`src/rtl/msx_opll_pkg.sv`:
```
// Shared types and constants for the MSX OPLL write path.
// Entry layout {sel, a0, data} is common to the capture logic and the replay FIFO.
package msx_opll_pkg;

    typedef struct packed {
        logic [1:0] sel;
        logic       a0;
        logic [7:0] data;
    } opll_wr_entry_t;

    typedef enum logic [1:0] {
        ST_IDLE  = 2'd0,
        ST_ISSUE = 2'd1,
        ST_WAIT  = 2'd2
    } seq_state_t;

    localparam logic [7:0] OPLL_IO_PORT_BASE  = 8'h7C;
    localparam int         OPLL_ADDR_WAIT_DEF = 12;
    localparam int         OPLL_DATA_WAIT_DEF = 84;

endpackage

```
`src/rtl/opll_wr_fifo.sv`:
```
// Synchronous FIFO with full/empty flags; a push into a full FIFO is accepted
// when a pop happens in the same cycle.
module opll_wr_fifo #(
    parameter int  DEPTH   = 8,
    parameter type entry_t = logic [10:0]
) (
    input  logic   clk,
    input  logic   reset_n,
    input  logic   push,
    input  entry_t push_data,
    input  logic   pop,
    output entry_t pop_data,
    output logic   full,
    output logic   empty
);

    localparam int AW = $clog2(DEPTH);

    // One extra pointer bit distinguishes full from empty.
    logic [AW:0] wr_ptr;
    logic [AW:0] rd_ptr;
    entry_t      mem [DEPTH];
    logic        push_ok;
    logic        pop_ok;

    assign empty    = (wr_ptr == rd_ptr);
    assign full     = (wr_ptr[AW] != rd_ptr[AW]) && (wr_ptr[AW-1:0] == rd_ptr[AW-1:0]);
    assign pop_ok   = pop & ~empty;
    assign push_ok  = push & (~full | pop_ok);
    assign pop_data = mem[rd_ptr[AW-1:0]];

    always_ff @(posedge clk) begin
        if (push_ok) begin
            mem[wr_ptr[AW-1:0]] <= push_data;
        end
    end

    always_ff @(posedge clk or negedge reset_n) begin
        if (!reset_n) begin
            wr_ptr <= '0;
            rd_ptr <= '0;
        end else begin
            if (push_ok) wr_ptr <= wr_ptr + (AW+1)'(1);
            if (pop_ok)  rd_ptr <= rd_ptr + (AW+1)'(1);
        end
    end

endmodule

```
`src/rtl/opll_write_sequencer.sv`:
```
// Queues OPLL register writes and replays them with the YM2413 settle time.
// Define OPLL_WRITE_IO_PORT_EN to add I/O port 7Ch/7Dh capture and the skid register.
module opll_write_sequencer
    import msx_opll_pkg::*;
#(
    parameter int DEPTH     = 8,
    parameter int ADDR_WAIT = OPLL_ADDR_WAIT_DEF,
    parameter int DATA_WAIT = OPLL_DATA_WAIT_DEF
) (
    input  logic        clk,
    input  logic        reset_n,
    input  logic        ce_opll,
    input  logic [15:0] addr,
    input  logic [7:0]  d_from_cpu,
    input  logic        wr,
    input  logic        iorq,
    input  logic [1:0]  opll_wr,
    input  logic [1:0]  opll_io_enable,
    output logic        opll_we,
    output logic        opll_a0,
    output logic [7:0]  opll_dout,
    output logic [1:0]  opll_sel,
    output logic        busy,
    output logic        overflow
);

    localparam int MAX_WAIT = (ADDR_WAIT > DATA_WAIT) ? ADDR_WAIT : DATA_WAIT;
    localparam int CW       = $clog2(MAX_WAIT) + 1;

    opll_wr_entry_t mem_entry, push_data, head, last_q;
    logic           mem_trig, push, pop, can_push, drop, skid_busy;
    logic           fifo_full, fifo_empty, issue, overflow_q;
    seq_state_t     state_q, state_d;
    logic [CW-1:0]  cnt_q, cnt_d;

    assign mem_trig  = |opll_wr;
    assign mem_entry = {opll_wr, addr[0], d_from_cpu};
    assign pop       = issue;
    assign can_push  = ~fifo_full | pop;

`ifdef OPLL_WRITE_IO_PORT_EN
    opll_wr_entry_t io_entry, skid_q, skid_d;
    logic           io_hit, io_hit_q, io_trig, skid_valid_q, skid_valid_d;
    logic           unused_bits;

    assign unused_bits = ^addr[15:8];
    assign io_hit      = wr & iorq & (addr[7:1] == OPLL_IO_PORT_BASE[7:1]) & (|opll_io_enable);
    assign io_trig     = io_hit & ~io_hit_q;
    assign io_entry    = {opll_io_enable, addr[0], d_from_cpu};
    assign skid_busy   = skid_valid_q;

    // The skid entry drains first; with the skid busy, a new mem-mapped capture
    // takes the freed slot and a coincident I/O capture is lost.
    always_comb begin
        push         = 1'b0;
        push_data    = mem_entry;
        drop         = 1'b0;
        skid_valid_d = skid_valid_q;
        skid_d       = skid_q;
        if (skid_valid_q) begin
            if (can_push) begin
                push      = 1'b1;
                push_data = skid_q;
                if (mem_trig) begin
                    skid_d = mem_entry;
                    drop   = io_trig;
                end else if (io_trig) begin
                    skid_d = io_entry;
                end else begin
                    skid_valid_d = 1'b0;
                end
            end else begin
                drop = mem_trig | io_trig;
            end
        end else if (mem_trig) begin
            push = 1'b1;
            drop = ~can_push;
            if (io_trig) begin
                skid_valid_d = 1'b1;
                skid_d       = io_entry;
            end
        end else if (io_trig) begin
            push      = 1'b1;
            push_data = io_entry;
            drop      = ~can_push;
        end
    end

    always_ff @(posedge clk or negedge reset_n) begin
        if (!reset_n) begin
            io_hit_q     <= 1'b0;
            skid_valid_q <= 1'b0;
            skid_q       <= '0;
        end else begin
            io_hit_q     <= io_hit;
            skid_valid_q <= skid_valid_d;
            skid_q       <= skid_d;
        end
    end
`else
    logic unused_bits;

    assign unused_bits = ^{iorq, wr, opll_io_enable, addr[15:1]};
    assign push        = mem_trig;
    assign push_data   = mem_entry;
    assign drop        = mem_trig & ~can_push;
    assign skid_busy   = 1'b0;
`endif

    opll_wr_fifo #(
        .DEPTH   (DEPTH),
        .entry_t (opll_wr_entry_t)
    ) u_fifo (
        .clk       (clk),
        .reset_n   (reset_n),
        .push      (push),
        .push_data (push_data),
        .pop       (pop),
        .pop_data  (head),
        .full      (fifo_full),
        .empty     (fifo_empty)
    );

    always_comb begin
        state_d = state_q;
        cnt_d   = cnt_q;
        issue   = 1'b0;
        case (state_q)
            ST_IDLE: begin
                if (!fifo_empty) state_d = ST_ISSUE;
            end
            ST_ISSUE: begin
                if (ce_opll) begin
                    issue   = 1'b1;
                    cnt_d   = head.a0 ? CW'(DATA_WAIT) : CW'(ADDR_WAIT);
                    state_d = ST_WAIT;
                end
            end
            ST_WAIT: begin
                if (ce_opll) begin
                    cnt_d = cnt_q - CW'(1);
                    if (cnt_q <= CW'(1)) state_d = fifo_empty ? ST_IDLE : ST_ISSUE;
                end
            end
            default: state_d = ST_IDLE;
        endcase
    end

    always_ff @(posedge clk or negedge reset_n) begin
        if (!reset_n) begin
            state_q    <= ST_IDLE;
            cnt_q      <= '0;
            last_q     <= '0;
            overflow_q <= 1'b0;
        end else begin
            state_q <= state_d;
            cnt_q   <= cnt_d;
            if (issue) last_q <= head;
            if (drop)  overflow_q <= 1'b1;
        end
    end

    // The head entry is shown in the strobe cycle, then held until the next one.
    assign opll_we   = issue;
    assign opll_a0   = issue ? head.a0   : last_q.a0;
    assign opll_dout = issue ? head.data : last_q.data;
    assign opll_sel  = issue ? head.sel  : last_q.sel;
    assign busy      = ~fifo_empty | skid_busy | (state_q != ST_IDLE);
    assign overflow  = overflow_q;

endmodule

```
`config.mk`:
```
export PLATFORM = sky130hd
export DESIGN_NAME = opll_write_sequencer
export DESIGN_NICKNAME = d
export VERILOG_FILES = /design/src/rtl/msx_opll_pkg.sv /design/src/rtl/opll_wr_fifo.sv /design/src/rtl/opll_write_sequencer.sv
export SDC_FILE = /design/constraint.sdc
export NUM_CORES = 1
export LEC_CHECK = 0
export ABC_AREA = 1
export CAP_MARGIN = 5
export CORE_MARGIN = 3
export CORE_UTILIZATION = 42
export DETAILED_ROUTE_END_ITERATION = 8
export PLACE_DENSITY = 0.69
export SYNTH_ARGS = -nofsm -noshare
export SYNTH_HDL_FRONTEND = slang
export SYNTH_HIERARCHICAL = 1
export SYNTH_SLANG_ARGS = --single-unit
```
`constraint.sdc`:
```
create_clock -name clk -period 2.5 [get_ports clk]
set_input_delay 0.375 -clock clk [delete_from_list [all_inputs] [get_ports clk]]
set_output_delay 0.375 -clock clk [all_outputs]
set_load 0.01 [all_outputs]
```
==> impl_metrics.csv, run 1 <==
group,metric,value,unit
power_and_ir_drop,ir_drop,0.5929,mV
clock_network,clk_pin_slew_worst_paths,0.05,ns
logic_synthesis,synth_cell_type_count,31,
logic_synthesis,ys_seq_area_share,67.26,%
logic_synthesis,yosys.area.top_type_share,52.38,%
floorplan,ioPinCount,47,
floorplan,chipWidth,115.6,um
layout,diodes,0,
floorplan,initial_core_util,43.62,%
global_routing,grt_first_pass_wirelength,17720,um
timing,hold_violations,0,
layout,seqCellArea,3395,sq um
timing,fin_crit,2.446,ns
run_status,status,"completed",
timing,finalSetupTns,0,ns
floorplan,die_height,115.6,um
logic_synthesis,ys_seq_elements,118,
layout,multiInputGateArea,1463,sq um
layout,fill_cells,940,
clock_network,cts.sinks,118,
logic_synthesis,synth_fp_nets,506,
power_and_ir_drop,power_leakage,2.537,nW
clock_network,clockRootBuffer,"clkbuf_16",
layout,layout-drive-gt1-share,15.30,%
timing,clock.fmax,408.8,MHz
logic_synthesis,synth.area.mux_share,0,%
layout,area_growth,24.83,%
logic_synthesis,yosys.area_share.adder,0.9921,%
logic_synthesis,synth_top_cell_by_area,"edfxtp_1",
placed_design,place.gp.congestion,0.8579,
timing,whs,0.3549,ns
logic_synthesis,syn_area_per_cell,10.76,sq um
timing,worst_slew_pin_slew,0.3968,ns
clock_network,clock_latency,0.41,ns
routing,drc,0,
logic_synthesis,synth_compound_area_share,8.805,%
timing,setup_viol,0,
logic_synthesis,synth_top_family_by_area,"simple AND/OR/NAND/NOR gates",
logic_synthesis,synth_edf_count,88,
logic_synthesis,synth_cells,469,
routing,postRouteAntennaNets,0,
floorplan,die-area,13360,sq um
logic_synthesis,postSynth.asyncResetShare,25.42,%
routing,dr_total_vias,3592,
critical_path,crit_path_max_fanout,17,
layout,layout_commonest_cell,"nand2_1",
logic_synthesis,synth_ff_type,"edfxtp_1",
routing,drt_iter0_drc,323,
timing,finClkSkew,0.005568,ns
timing,finalCritPeriodShare,97.84,%
timing,relSlewSlack,73.55,%
routing,vias_per_cell,5.290,
global_routing,track_usage,17.75,%
global_routing,grt_overflow,0,
clock_network,numCtsBuffers,17,
critical_path,startpoint_type,"flip-flop",
logic_synthesis,synth.area.top_cells,"edfxtp_1, dfrtp_1, nand2_1",
critical_path,path_cells,"inv_2, buf_4, clkbuf_16, o21ai_0, o22ai_1, nand2_1, nand2_1, nand2_1, nand2_1, dlygate4sd2_1",
placed_design,portBuffers,27,
clock_network,htreeDepth,4,
logic_synthesis,syn_area,5045,sq um
routing,post_drt_wl_per_cell,16.45,um
critical_path,worst_path_largest_cell_delay,0.43,ns
logic_synthesis,synth-simple-area-share,18.18,%
critical_path,worst_path_most_repeated_cell,"nand2_1",
routing,first_pass_iters,5,
floorplan,core,11560,sq um
timing,maxSlewViolCount,0,
logic_synthesis,ys_warn_count,6,
flow_run,cap_violations,0,
global_routing,antenna_found_initial,0,
layout,nets,561,
critical_path,slowest_stage,"dfrtp_2",
hold_path,hp-class,"input port to asynchronous set/reset pin",
global_routing,grt_pass1_vias,3551,
layout,final_cell_mix,"nand2_1, edfxtp_1, nor2_1, o21ai_0, dfrtp_1",
critical_path,cp-end-kind,"output pin",
placed_design,dp_hpwl,6931,um
critical_path,cp.arrival,2.07,ns
critical_path,crit_type,"flip-flop to output pin",
power_and_ir_drop,finalPower,8.215,mW
global_routing,grt_max_degree,35,
clock_network,ctsLongestPathBuffers,2,
power_and_ir_drop,power_density,1305,nW/um^2
critical_path,crit_required,2.12,ns
timing,rsz0062_at_grt,"yes",
routing,drt_wl_total,11170,um
clock_network,cts_tree,"done",
logic_synthesis,synth-xor-area-share,1.017,%
floorplan,num_rows,39,
[cells by family after synthesis]
logic type,count (synthesis)
AO/OA/AOI/OAI,80
adder cells (fa/ha/maj),4
buffers and inverters,45
XOR/XNOR,5
AND/OR/NAND/NOR,217
flip-flops,118
[registers in the layout, indices dropped and copies added, names as in the netlist]
| signal | flops |
|---|---|
| cnt_q | 8 |
| last_q | 11 |
| overflow | 1 |
| state_q | 2 |
| u_fifo/mem | 88 |
| u_fifo/rd_ptr | 4 |
| u_fifo/wr_ptr | 4 |
[path summary, 6_finish.rpt]
kind | endpoint | slack (ns) | from | cells past startpoint
worst max-delay path | opll_dout[4] | 0.05 | u_fifo/rd_ptr[0] | 10
worst min-delay path | cnt_q[5] | 0.35 | reset_n | 2
worst max register to register | u_fifo/mem[6][2] | 0.55 | u_fifo/rd_ptr[0] | 10
worst min register to register | last_q[10] | 0.47 | last_q[10] | 2
max in group asynchronous | u_fifo/rd_ptr[0] | 1.83 | reset_n | 2
min in group clk | last_q[10] | 0.47 | last_q[10] | 2
[through the flow]
stage               utilization, %  area, sq um  setup WS [ns]  instances
floorplan                        -         5045         0.4416        469
global placement             49.42         5715         0.1084        645
detailed placement           49.42         5715         0.1068        645
CTS                          54.10         6256        -0.1712        676
global route                 54.45         6297       -0.02676        679
finish                       54.45         6297        0.05406        679
[layer usage]
metal / global-route usage [%] / part of all wire [%] / vias up
met1: 21.84 / 44 / 1729
met4: 7.277 / 1.6 / 0
met3: 5.953 / 6.0 / 12
met2: 28.90 / 48 / 120
met5: 0 / 0 / -
li1: - / - / 1731
[worst max-delay path, delay by kind of cell (launching register included)]
kind,cells,cell delay (ns)
buf+inv,4,0.67
flops,1,0.43
simple gates,4,0.32
compound gates,2,0.24
[Yosys cell counts, types with 6 or more instances]
cell,instances
nand2_1,113
o21ai_0,47
dfrtp_1,30
inv_1,17
nand2_2,6
o22ai_1,23
clkbuf_1,10
edfxtp_1,88
nor2_1,68
nand3_1,19
inv_2,9
[final cells by class]
class | count | share of cell area (%)
Clock inverter | 12 | 1.788
Clock buffer | 19 | 6.875
Multi-Input combinational cell | 306 | 23.23
Sequential cell | 118 | 53.90
Inverter | 26 | 1.550
Timing Repair Buffer | 55 | 9.815
Tap cell | 143 | 2.841
[timing repair]
action | CTS | global route
hold buffers | 0 | 0
endpoints found under the setup margin | 12 | 6
cloned | 0 | 1
resized for setup | 12 | 14
buffers inserted | 0 | 2
pin swaps | 1 | 1
[power breakdown]
part	internal (mW)	switching, mW	leakage [nW]
Combinational	1.19	1.87	1.10
Sequential	2.66	0.246	1.17
Clock	1.44	0.810	0.260
Total	5.29	2.93	2.54
Note: power is estimated with default switching activity, not from simulation.
==> run 2: changes to the inputs <==
Settings changed: TNS_END_PERCENT from default to 5.
==> run 2 against run 1 <==
Cell area decreased by 0.18%; critical path depth stayed put; core utilization shrank 0.097 points; highest routed layer unchanged.
==> impl_metrics.csv, run 2 (synthesized netlist as in run 1, its figures left out) <==
group,metric,value,unit
critical_path,path_delay_family,"buffers and inverters",
layout,diodes,0,
clock_network,clock_latency,0.41,ns
critical_path,startpoint_type,"flip-flop",
placed_design,dp_hpwl,6931,um
power_and_ir_drop,power_leakage,2.530,nW
routing,dr_total_vias,3603,
floorplan,initial_core_util,43.62,%
layout,area_growth,24.60,%
layout,final_cell_mix,"nand2_1, edfxtp_1, nor2_1, o21ai_0, dfrtp_1",
critical_path,worst_path_most_repeated_cell,"nand2_1",
flow_run,cap_violations,0,
layout,largest_reg_flops,88,
floorplan,num_rows,39,
timing,rsz0062_at_grt,"yes",
clock_network,cts.sinks,118,
layout,final_core_util,54.35,%
routing,drt_wl_total,11140,um
power_and_ir_drop,combPwrFrac,37.1,%
timing,hold_violations,0,
timing,setup_viol,0,
power_and_ir_drop,clkPwrFrac,27.4,%
global_routing,grt_max_degree,35,
global_routing,grt_pass1_vias,3551,
critical_path,cp.arrival,2.08,ns
timing,finalCritPeriodShare,98.12,%
power_and_ir_drop,seqPwrFrac,35.5,%
routing,postRouteAntennaNets,0,
clock_network,ctsLongestPathBuffers,2,
routing,wl_met3,726,um
clock_network,clk_pin_slew_worst_paths,0.05,ns
routing,vias_per_cell,5.314,
layout,seqCellArea,3395,sq um
run_status,status,"completed",
placed_design,place.gp.congestion,0.8579,
power_and_ir_drop,ir_drop,0.5930,mV
clock_network,numCtsBuffers,17,
global_routing,antenna_found_initial,0,
timing,maxSlewViolCount,0,
global_routing,track_usage,17.75,%
critical_path,slowest_stage,"dfrtp_2",
power_and_ir_drop,power.internal,5.270,mW
critical_path,crit_type,"flip-flop to output pin",
critical_path,path_cells,"inv_2, buf_4, clkbuf_16, o21ai_0, o22ai_1, nand2_1, nand2_1, nand2_1, nand2_1, dlygate4sd2_1",
routing,routed.top_layer,"met4",
placed_design,portBuffers,27,
clock_network,cts_tree,"done",
global_routing,grt_overflow,0,
routing,first_pass_iters,6,
power_and_ir_drop,switching_share,35.73,%
floorplan,ioPinCount,47,
critical_path,worst_path_largest_cell_delay,0.40,ns
timing,fin_crit,2.453,ns
floorplan,die_height,115.6,um
layout,fill_cells,942,
floorplan,core,11560,sq um
timing,clock.fmax,407.7,MHz
floorplan,die-area,13360,sq um
floorplan,chipWidth,115.6,um
clock_network,hold_buffers,0,
layout,layout_commonest_cell,"nand2_1",
timing,worst_slew_pin_slew,0.3987,ns
timing,finClkSkew,0.004871,ns
routing,drt_iter0_drc,280,
routing,drc,0,
clock_network,htreeDepth,4,
power_and_ir_drop,p_sw,2.930,mW
routing,met2WireLength,5323,um
hold_path,hp-class,"input port to asynchronous set/reset pin",
clock_network,clockRootBuffer,"clkbuf_16",
critical_path,crit_path_max_fanout,17,
routing,post_drt_wl_per_cell,16.43,um
timing,relSlewSlack,73.42,%
timing,finalSetupTns,0,ns
routing,met1_length,4870,um
power_and_ir_drop,power_density,1304,nW/um^2
global_routing,grt_first_pass_wirelength,17720,um
layout,nets,560,
critical_path,cp_num_buf_inv,4,
critical_path,cp-end-kind,"output pin",
layout,layout-drive-gt1-share,15.14,%
critical_path,crit_required,2.12,ns
layout,multiInputGateArea,1463,sq um
## run 2: cell types whose count changed in the layout (fill, tap and decap cells not counted), sizes merged
cell | before | now
buf | 27 | 26
## run 2: timing repair
| action | in CTS | in global routing |
|---|---|---|
| endpoints found under the setup margin | 12 | 6 |
| gates cloned | 0 | 1 |
| resized for setup | 12 | 11 |
| pin swaps | 1 | 1 |
| buffers inserted | 0 | 1 |
## run 2: power groups by stage
| stage | Combinational (mW) | Sequential, mW | Clock (mW) |
|---|---|---|---|
| 2_1_floorplan | 1.85 | 2.87 | 0 |
| 3_3_place_gp | 2.94 | 2.91 | 0 |
| 3_5_place_dp | 3.03 | 2.93 | 0 |
| 4_1_cts | 2.98 | 2.91 | 2.27 |
| 5_1_grt | 3.37 | 2.96 | 2.38 |
| 6_report | 3.04 | 2.91 | 2.25 |
## run 2: worst reg2reg max path, stage by stage (launching register included)
cell and delay, ns:
dfrtp_2 0.43, inv_2 0.10, buf_4 0.13, clkbuf_16 0.17
nand2_1 0.05, nand2_1 0.10, nor2_4 0.06, nand4_4 0.11
nand3_2 0.12, nor2_1 0.20, buf_12 0.18
## run 2: metrics by stage
| step | instances | power, mW | hold WS [ns] | worst slack, ns | cell area, sq um |
|---|---|---|---|---|---|
| 6_report | 678 | 8.200 | 0.3540 | 0.04695 | 6286 |
| 3_5_place_dp | 645 | 5.960 | 0.4614 | 0.1068 | 5715 |
| 2_1_floorplan | 469 | 4.721 | 0.07941 | 0.4416 | 5045 |
| 4_1_cts | 676 | 8.161 | 0.3605 | -0.1712 | 6256 |
| 3_3_place_gp | 645 | 5.859 | 0.4534 | 0.1084 | 5715 |
| 5_1_grt | 678 | 8.703 | 0.3870 | -0.04255 | 6286 |
## run 2: final cells by class
| cell class | count | share of cell area, % |
|---|---|---|
| tap | 143 | 2.846 |
| clock buffer | 19 | 6.887 |
| clock inverter | 12 | 1.791 |
| timing repair buffer | 54 | 9.654 |
| multi-input combinational | 306 | 23.27 |
| sequential | 118 | 54.00 |
| inverter | 26 | 1.553 |
## run 2: layer usage
metal | vias up | global-route usage, %
met5 | - | 0
met4 | 0 | 7.277
met3 | 19 | 5.953
met2 | 125 | 28.90
met1 | 1729 | 21.84
li1 | 1730 | -
## run 2: path summary, 6_finish.rpt
check	start	to	slack, ns	cells past startpoint
max reg2reg	u_fifo/rd_ptr[0]	u_fifo/mem[6][2]	0.55	10
min	reset_n	cnt_q[5]	0.35	2
max	u_fifo/rd_ptr[0]	opll_dout[4]	0.05	10
min reg2reg	last_q[10]	last_q[10]	0.47	2
min in group clk	last_q[10]	last_q[10]	0.47	2
max in group asynchronous	reset_n	u_fifo/rd_ptr[0]	1.83	2
